## config.mk

```make
export PLATFORM = sky130hd
export DESIGN_NAME = mem_arbiter
export DESIGN_NICKNAME = d
export VERILOG_FILES = /design/src/rtl/mem_arbiter.sv
export SDC_FILE = /design/constraint.sdc
export NUM_CORES = 1
export LEC_CHECK = 0
export BUFFER_PORTS_ARGS = -buffer_cell sky130_fd_sc_hd__buf_2
export CORE_UTILIZATION = 49
export DETAILED_ROUTE_END_ITERATION = 7
export PLACE_DENSITY_LB_ADDON = 0.25
export SYNTH_ARGS = -nofsm -noshare
export SYNTH_HDL_FRONTEND = slang
export SYNTH_SLANG_ARGS = --single-unit
```

## constraint.sdc

```tcl
create_clock -name clk -period 7 [get_ports clk]
set_input_delay 1.75 -clock clk [delete_from_list [all_inputs] [get_ports clk]]
set_output_delay 1.75 -clock clk [all_outputs]
set_load 0.005 [all_outputs]
```

## src/rtl/mem_arbiter.sv

```systemverilog
// mem_arbiter: serialises instruction-fetch and data requests onto a single
// variable-latency memory port. It also formats RV32 loads, steers store byte
// lanes and rejects misaligned or illegal data accesses without touching memory.
module mem_arbiter #(
    parameter int MAX_D_STREAK = 4
) (
    input  logic        clk,
    input  logic        rst,
    input  logic        if_req,
    input  logic [31:0] if_addr,
    output logic        if_gnt,
    output logic        if_rvalid,
    output logic [31:0] if_rdata,
    input  logic        d_req,
    input  logic        d_we,
    input  logic [2:0]  d_funct3,
    input  logic [31:0] d_addr,
    input  logic [31:0] d_wdata,
    output logic        d_gnt,
    output logic        d_rvalid,
    output logic [31:0] d_rdata,
    output logic        d_err,
    output logic        m_req,
    output logic        m_we,
    output logic [3:0]  m_be,
    output logic [31:0] m_addr,
    output logic [31:0] m_wdata,
    input  logic        m_ack,
    input  logic [31:0] m_rdata
);

    localparam logic [3:0] STREAK_MAX = 4'(MAX_D_STREAK);

    typedef enum logic [1:0] {IDLE, I_WAIT, D_WAIT, D_ERR} state_t;

    state_t      state;
    logic [3:0]  streak;     // consecutive data grants while a fetch waits
    logic        d_store;    // in-flight data access is a store
    logic [2:0]  d_f3;       // funct3 of the in-flight data access
    logic [1:0]  d_lane;     // byte lane of the in-flight data access

    logic        in_idle;
    logic        if_first;
    logic [1:0]  d_size;
    logic        f3_illegal;
    logic        misaligned;
    logic        d_legal;
    logic [3:0]  st_be;
    logic [31:0] st_wdata;
    logic [7:0]  ld_byte;
    logic [15:0] ld_half;
    logic [31:0] ld_data;

    // Arbitration: data wins unless the fetch has been starved long enough.
    assign in_idle  = (state == IDLE) && !rst;
    assign if_first = if_req && (streak == STREAK_MAX);
    assign if_gnt   = in_idle && if_req && (!d_req || if_first);
    assign d_gnt    = in_idle && d_req && !if_first;

    // Access legality: funct3[1:0] encodes the size (byte, half, word).
    assign d_size     = d_funct3[1:0];
    assign f3_illegal = (d_funct3 == 3'd3) || (d_funct3[2:1] == 2'b11);
    assign misaligned = ((d_size == 2'd1) && d_addr[0]) ||
                        ((d_size == 2'd2) && (d_addr[1:0] != 2'b00));
    assign d_legal    = !f3_illegal && !misaligned;

    // Store steering: narrow data is replicated so every enabled lane sees it.
    always_comb begin
        // NOTE: every always_comb output gets a default first so no path
        // leaves it unassigned, which would otherwise infer a latch.
        st_be    = 4'b1111;
        st_wdata = d_wdata;
        case (d_size)
            2'd0: begin
                st_be    = 4'b0001 << d_addr[1:0];
                st_wdata = {4{d_wdata[7:0]}};
            end
            2'd1: begin
                st_be    = d_addr[1] ? 4'b1100 : 4'b0011;
                st_wdata = {2{d_wdata[15:0]}};
            end
            default: ;
        endcase
    end

    // Load formatting of the returned word using the captured funct3 and lane.
    always_comb begin
        ld_byte = m_rdata[7:0];
        case (d_lane)
            2'd1:    ld_byte = m_rdata[15:8];
            2'd2:    ld_byte = m_rdata[23:16];
            2'd3:    ld_byte = m_rdata[31:24];
            default: ld_byte = m_rdata[7:0];
        endcase
        ld_half = d_lane[1] ? m_rdata[31:16] : m_rdata[15:0];
        case (d_f3)
            3'd0:    ld_data = {{24{ld_byte[7]}}, ld_byte};
            3'd1:    ld_data = {{16{ld_half[15]}}, ld_half};
            3'd4:    ld_data = {24'd0, ld_byte};
            3'd5:    ld_data = {16'd0, ld_half};
            default: ld_data = m_rdata;
        endcase
    end

    // Control FSM, streak counter, memory port and completion registers.
    always_ff @(posedge clk or posedge rst) begin
        if (rst) begin
            state     <= IDLE;
            streak    <= 4'd0;
            d_store   <= 1'b0;
            d_f3      <= 3'd0;
            d_lane    <= 2'd0;
            if_rvalid <= 1'b0;
            if_rdata  <= 32'd0;
            d_rvalid  <= 1'b0;
            d_rdata   <= 32'd0;
            d_err     <= 1'b0;
            m_req     <= 1'b0;
            m_we      <= 1'b0;
            m_be      <= 4'd0;
            m_addr    <= 32'd0;
            m_wdata   <= 32'd0;
        end else begin
            // NOTE: non-blocking assignments here so every register samples
            // pre-edge values regardless of statement order in this block.
            if_rvalid <= 1'b0;
            d_rvalid  <= 1'b0;
            d_err     <= 1'b0;
            case (state)
                IDLE: begin
                    if (if_gnt || !if_req) begin
                        streak <= 4'd0;
                    end else if (d_gnt && (streak != STREAK_MAX)) begin
                        streak <= streak + 4'd1;
                    end
                    if (if_gnt) begin
                        state   <= I_WAIT;
                        m_req   <= 1'b1;
                        m_we    <= 1'b0;
                        m_be    <= 4'b1111;
                        m_addr  <= if_addr & 32'hFFFF_FFFC;
                        m_wdata <= 32'd0;
                    end else if (d_gnt) begin
                        if (d_legal) begin
                            state   <= D_WAIT;
                            m_req   <= 1'b1;
                            m_we    <= d_we;
                            m_be    <= d_we ? st_be : 4'b1111;
                            m_addr  <= d_addr & 32'hFFFF_FFFC;
                            m_wdata <= d_we ? st_wdata : 32'd0;
                            d_store <= d_we;
                            d_f3    <= d_funct3;
                            d_lane  <= d_addr[1:0];
                        end else begin
                            // Illegal access completes next cycle, no memory op.
                            state    <= D_ERR;
                            d_rvalid <= 1'b1;
                            d_err    <= 1'b1;
                            d_rdata  <= 32'd0;
                        end
                    end
                end
                I_WAIT: begin
                    if (m_ack) begin
                        state     <= IDLE;
                        m_req     <= 1'b0;
                        if_rvalid <= 1'b1;
                        if_rdata  <= m_rdata;
                    end
                end
                D_WAIT: begin
                    if (m_ack) begin
                        state    <= IDLE;
                        m_req    <= 1'b0;
                        d_rvalid <= 1'b1;
                        d_rdata  <= d_store ? 32'd0 : ld_data;
                    end
                end
                D_ERR: begin
                    state <= IDLE;
                end
                default: begin
                    state <= IDLE;
                end
            endcase
        end
    end

endmodule

```

== After elaboration in Yosys (flattened, before gate mapping) ==
Index checks and enable logic that the tools add are counted.
Word-level totals
  output and inout bits: 139
  memory bits (writable): 0
  latch bits: 0
  bits in read-only memories: 0
  memories kept: 0
  input port bits: 137
  flip-flop bits (word level): 149
  word-level logic and storage cells: 122
Operators by class
  order comparisons: 0
  bitwise logic cells: 1
  divide/modulo/power cells: 0
  multiply operators: 0
  equality and inequality tests: 22
  reduce and logical (&&, ||, !) cells: 37
  shift operators: 1
  muxes and demuxes: 45
  add/sub/neg operators: 1
Operators by type and width (count)
  $mux W32: 12
  $pmux W32 S2: 2
  $pmux W32 S4: 1
  $mux W4: 7
  $pmux W8 S3: 1
  $mux W16: 1
  $mux W1: 14
  $eq A2 B2 Y1 const B: 6
  $reduce_bool A2 Y1: 6
  $logic_and A1 B1 Y1: 10
  $ne A2 B2 Y1 const B: 4
  $pmux W4 S2: 1
  $reduce_and A4 Y1: 2
  $eq A2 B1 Y1 const B: 3
  $eq A3 B3 Y1 const B: 2
  $logic_not A1 Y1: 6
  $mux W2: 3
  $ne A3 B3 Y1 const B: 2
  $pmux W2 S3: 1
  $reduce_and A2 Y1: 3
  $reduce_and A5 Y1: 1
  $add A4 B1 Y4 const B: 1
  $eq A4 B3 Y1 const B: 1
  $logic_not A2 Y1: 2
  11 further kinds: 15

== Logic depth before layout (Yosys ltp) ==
  depth in word-level cells: 9
  mapped depth: 9

== Least setup slack after synthesis ==
Ideal clock, no wire load.
  path kind: input-to-reg
  start: input rst
  end: register streak[1]
  path buffers: 0
  data arrival time: 5.699 ns
  cell stages on the path: 3
  setup slack: 1.177 ns
  setup time: 0.123 ns
  path through: inv_1 o21ai_0 a32o_1
Between the ends
  cells in the longest elaborated chain, start to end: 7
Ends and longest elaborated chain
  start: declaration: line 8  | input logic rst,
  $logic_not A1 Y1 (no source line) *
  $logic_and A1 B1 Y1 *: line 55  | assign in_idle = (state == IDLE) && !rst;
  $logic_and A1 B1 Y1 (on tied branches) (2 in a row): line 57, 58
  $logic_or A1 B1 Y1 / $logic_and A1 B1 Y1 (equally long branches): line 131, 133
  $reduce_bool A2 Y1 (no source line)
  $reduce_and A2 Y1 (no source line)
  end signal: assignment: line 134  | streak <= streak + 4'd1;
  end: declaration: line 37  | logic [3:0] streak;
Mark *: on every way between the ends. The rest lies on a longest branch, timed or not.
A chain may end at the register's enable or synchronous reset.

== Final worst setup path ==
  start: input if_req
  end: output if_gnt
Between the ends
  cells in the longest elaborated chain, start to end: 3
Ends and longest elaborated chain
  start: declaration: line 9  | input logic if_req,
  $logic_and A1 B1 Y1: line 56  | assign if_first = if_req && (streak == STREAK_MAX);
  $logic_or A1 B1 Y1: line 57  | assign if_gnt = in_idle && if_req && (!d_req || if_first);
  $logic_and A1 B1 Y1 *: line 57
  end: declaration: line 11  | output logic if_gnt,
Marked as above.

==> flow_summary_export.csv <==
group,metric,value,unit
clock_network,htree_num_levels,4,
synthesis,synthAdderAreaFrac,0.00921,
clock_network,clk_latency,0.42,ns
synthesis,synth_flop_cell,"dfrtp_1",
synthesis,syn_avg_cell_area,11.1,sq um
die,core,0.0134,sq mm
clock_network,cts-root-buf,"clkbuf_16",
timing,setup_tns,0,ns
timing,setup_viol,0,
critical_path,critPathMaxFanout,33,
clock_network,cts_setup_buffers,0,
timing,rsz0062_at_grt,"no",
clock_network,numCtsBuffers,17,
route,vias,5744,
finish,drive_gt1_frac,0.415,
power,p_sw,1.12,mW
outcome,status,"finished clean",
timing,tightest_slew,1.10,ns
synthesis,yosysUniqueCellTypes,47,
die,die_h,120,um
timing,maxSlewViolCount,0,
global_route,grt_max_degree,101,
die,start_util,0.507,
global_route,overflow,0,
finish,diodes,0,
global_route,grt_pass1_wl,28900,um
power,combPwrFrac,0.322,
die,dieArea,0.0143,sq mm
synthesis,synth_compound_area_frac,0.144,
clock_network,cts_resized,0,
synthesis,synth-xor-area-share,0,
clock_network,cts_hold_buf,0,
synthesis,synth_top_family_by_area,"multiplexers",
timing,layout_worst_path_cycle_share,0.698,
synthesis,yosys.area_share.simple,0.0899,
route,first_pass_iters,4,
timing,hold_viol,0,
timing,fmax,205,MHz
route,drtAntennaViolNets,0,
global_route,grt_pass1_vias,5788,
synthesis,synth_area,0.00679,sq mm
timing,min_period,4.89,ns
power,seqPwrFrac,0.400,
global_route,grt_usage,0.263,
critical_path,r2r_slack,4.39,ns
power,swShare,0.323,
die,die_width,120,um
place,place.gp.congestion,0.838,
synthesis,ys_seq_area_frac,0.541,
power,ir_drop,0.172,mV
job,drv_cap,0,
synthesis,synthMuxAreaShare,0.178,
hold_path,hp-class,"flip-flop to flip-flop",
synthesis,yosysWarnings,0,
die,pin_count,276,
synthesis,synthCells,611,
synthesis,yosys_register_bits,147,
clock_network,clk_path_buf_depth,2,
synthesis,async_flop_share,1.00,
synthesis,synth_edf_count,0,
power,powerDensity,392,mW/mm^2
timing,finalClockSkew,0.00769,ns
critical_path,crit_required,5.25,ns
timing,hold_ws,0.471,ns
critical_path,cp.arrival,3.14,ns
route,wl,18100,um
critical_path,critPathLaunchType,"primary input",
route,wl_per_cell,17.1,um
critical_path,cp-end-kind,"primary output",
route,dr.first_iter.drc_count,354,
clock_network,clock-sinks,147,
global_route,antenna_found_initial,1,
route,drc,0,
timing,slew_headroom,0.268,
power,internal_power,2.36,mW
place,dpl.hpwl,13300,um
place,dpl-instance-area,0.00824,sq mm
route,routed_via_density,5.43,
finish,syn_to_final_growth,30.7,%
clock_network,path_clk_slew,0.06,ns
clock_network,cts_tree,"yes",
finish,layout.nets,1011,
finish,design_area,0.00888,sq mm
power,p_clk_frac,0.278,
die,rows,42,
power,leakage,4.58,nW
critical_path,crit_type,"primary input to primary output",
place,io_buffer_count,271,
finish,fill_cells,1083,
## final timing paths
| check | start | endpoint | cells past startpoint |
|---|---|---|---|
| min in group asynchronous | rst | d_rvalid | 2 |
| setup reg to reg | d_f3[1] | d_rdata[0] | 5 |
| setup / recovery | if_req | if_gnt | 6 |
| hold / removal | d_store | d_store | 2 |
| hold reg to reg | d_store | d_store | 2 |
| max in group asynchronous | rst | m_wdata[31] | 3 |
## registers in the layout (all words and copies together) (netlist names)
name       count
d_rdata       32
if_rdata      32
m_wdata       32
m_addr        30
m_be           4
streak         4
d_f3           3
d_lane         2
state          2
d_err          1
d_rvalid       1
d_store        1
if_rvalid      1
m_req          1
m_we           1
## power groups by stage
stage / Sequential, mW / Combinational, mW / Clock [mW]
5_1_grt: 1.43 / 1.25 / 1.03
2_1_floorplan: 1.37 / 0.640 / 0
6_report: 1.39 / 1.12 / 0.968
3_3_place_gp: 1.38 / 1.09 / 0
4_1_cts: 1.39 / 1.13 / 0.984
3_5_place_dp: 1.40 / 1.13 / 0
## final cells by class
| class | instances | area (sq um) | area share |
|---|---|---|---|
| Tap cell | 176 | 220 | 0.0248 |
| Timing Repair Buffer | 276 | 1390 | 0.157 |
| Sequential cell | 147 | 3680 | 0.414 |
| Inverter | 17 | 68.8 | 0.00775 |
| Clock buffer | 25 | 526 | 0.0592 |
| Multi-Input combinational cell | 410 | 2880 | 0.324 |
| Clock inverter | 7 | 116 | 0.0131 |
## per-stage QoR
stage                     setup WS, ns  instances  power (mW)  utilization
final                             2.11       1058        3.48        0.663
after global routing              2.03       1058        3.70        0.663
after CTS                         2.14       1058        3.50        0.663
after detailed placement          2.16       1026        2.53        0.615
after global placement            2.19       1026        2.47        0.615
after floorplan                   1.18        612        2.01            -
## Yosys cell counts (2+ instances only)
cell | number | area share
a2111oi_0 | 5 | 0.0064
buf_2 | 13 | 0.0096
nor2_1 | 34 | 0.019
mux2_2 | 51 | 0.085
mux2i_1 | 62 | 0.091
clkbuf_4 | 2 | 0.0022
inv_1 | 16 | 0.0088
nand2_1 | 69 | 0.038
a22o_1 | 25 | 0.032
clkbuf_1 | 11 | 0.0061
buf_1 | 6 | 0.0033
and3_1 | 2 | 0.0018
nand2b_1 | 20 | 0.018
nand4b_1 | 3 | 0.0039
buf_4 | 5 | 0.0055
ha_1 | 5 | 0.0092
dfrtp_1 | 147 | 0.54
o21ai_0 | 70 | 0.052
nand3_1 | 4 | 0.0029
o32ai_1 | 2 | 0.0026
o21bai_1 | 2 | 0.0022
o221ai_1 | 2 | 0.0026
a21o_1 | 2 | 0.0022
nor2b_1 | 3 | 0.0028
a31oi_1 | 2 | 0.0018
a21oi_1 | 27 | 0.020
## worst max-delay path, cell delays in order
cell and delay, ns:
buf_2 0.14, nand4b_1 0.18, nand2_1 0.20, and3_2 0.20, buf_4 0.44, buf_2 0.21
## cells in the final DEF (no fill, tap or decap), types with 2 or more instances in the layout
master     netlist  layout
dfrtp_1        147     147
a31oi_1          2       2
inv_1           16      15
o21ai_0         70      70
o32ai_1          2       2
clkbuf_16        0      17
a2111oi_0        5       5
nand2b_1        20      20
inv_6            0       2
nand2_1         69      69
a21oi_1         27      27
bufinv_16        0       3
nand4b_1         3       3
buf_4            5       5
a21o_1           2       2
buf_2           13     271
nor2b_1          3       3
clkinv_2         0       2
ha_1             5       5
conb_1           1       2
mux2i_1         62      62
nand3_1          4       4
o221ai_1         2       2
clkbuf_8         0       7
mux2_2          51      51
nor2_1          34      34
a22o_1          25      25
## metal layers
layer / GRT usage / part of all wire
met5: 0 / 0
met4: 0.123 / 0.035
met3: 0.0708 / 0.072
met2: 0.456 / 0.50
met1: 0.300 / 0.39
## logic make-up after synthesis
logic type      count (synthesis)
compound gates                151
other cells                     1
simple gates                  138
buf+inv                        55
mux                           114
flops                         147
fa+ha+maj                       5
No activity file was read; power rests on OpenSTA's default activity.
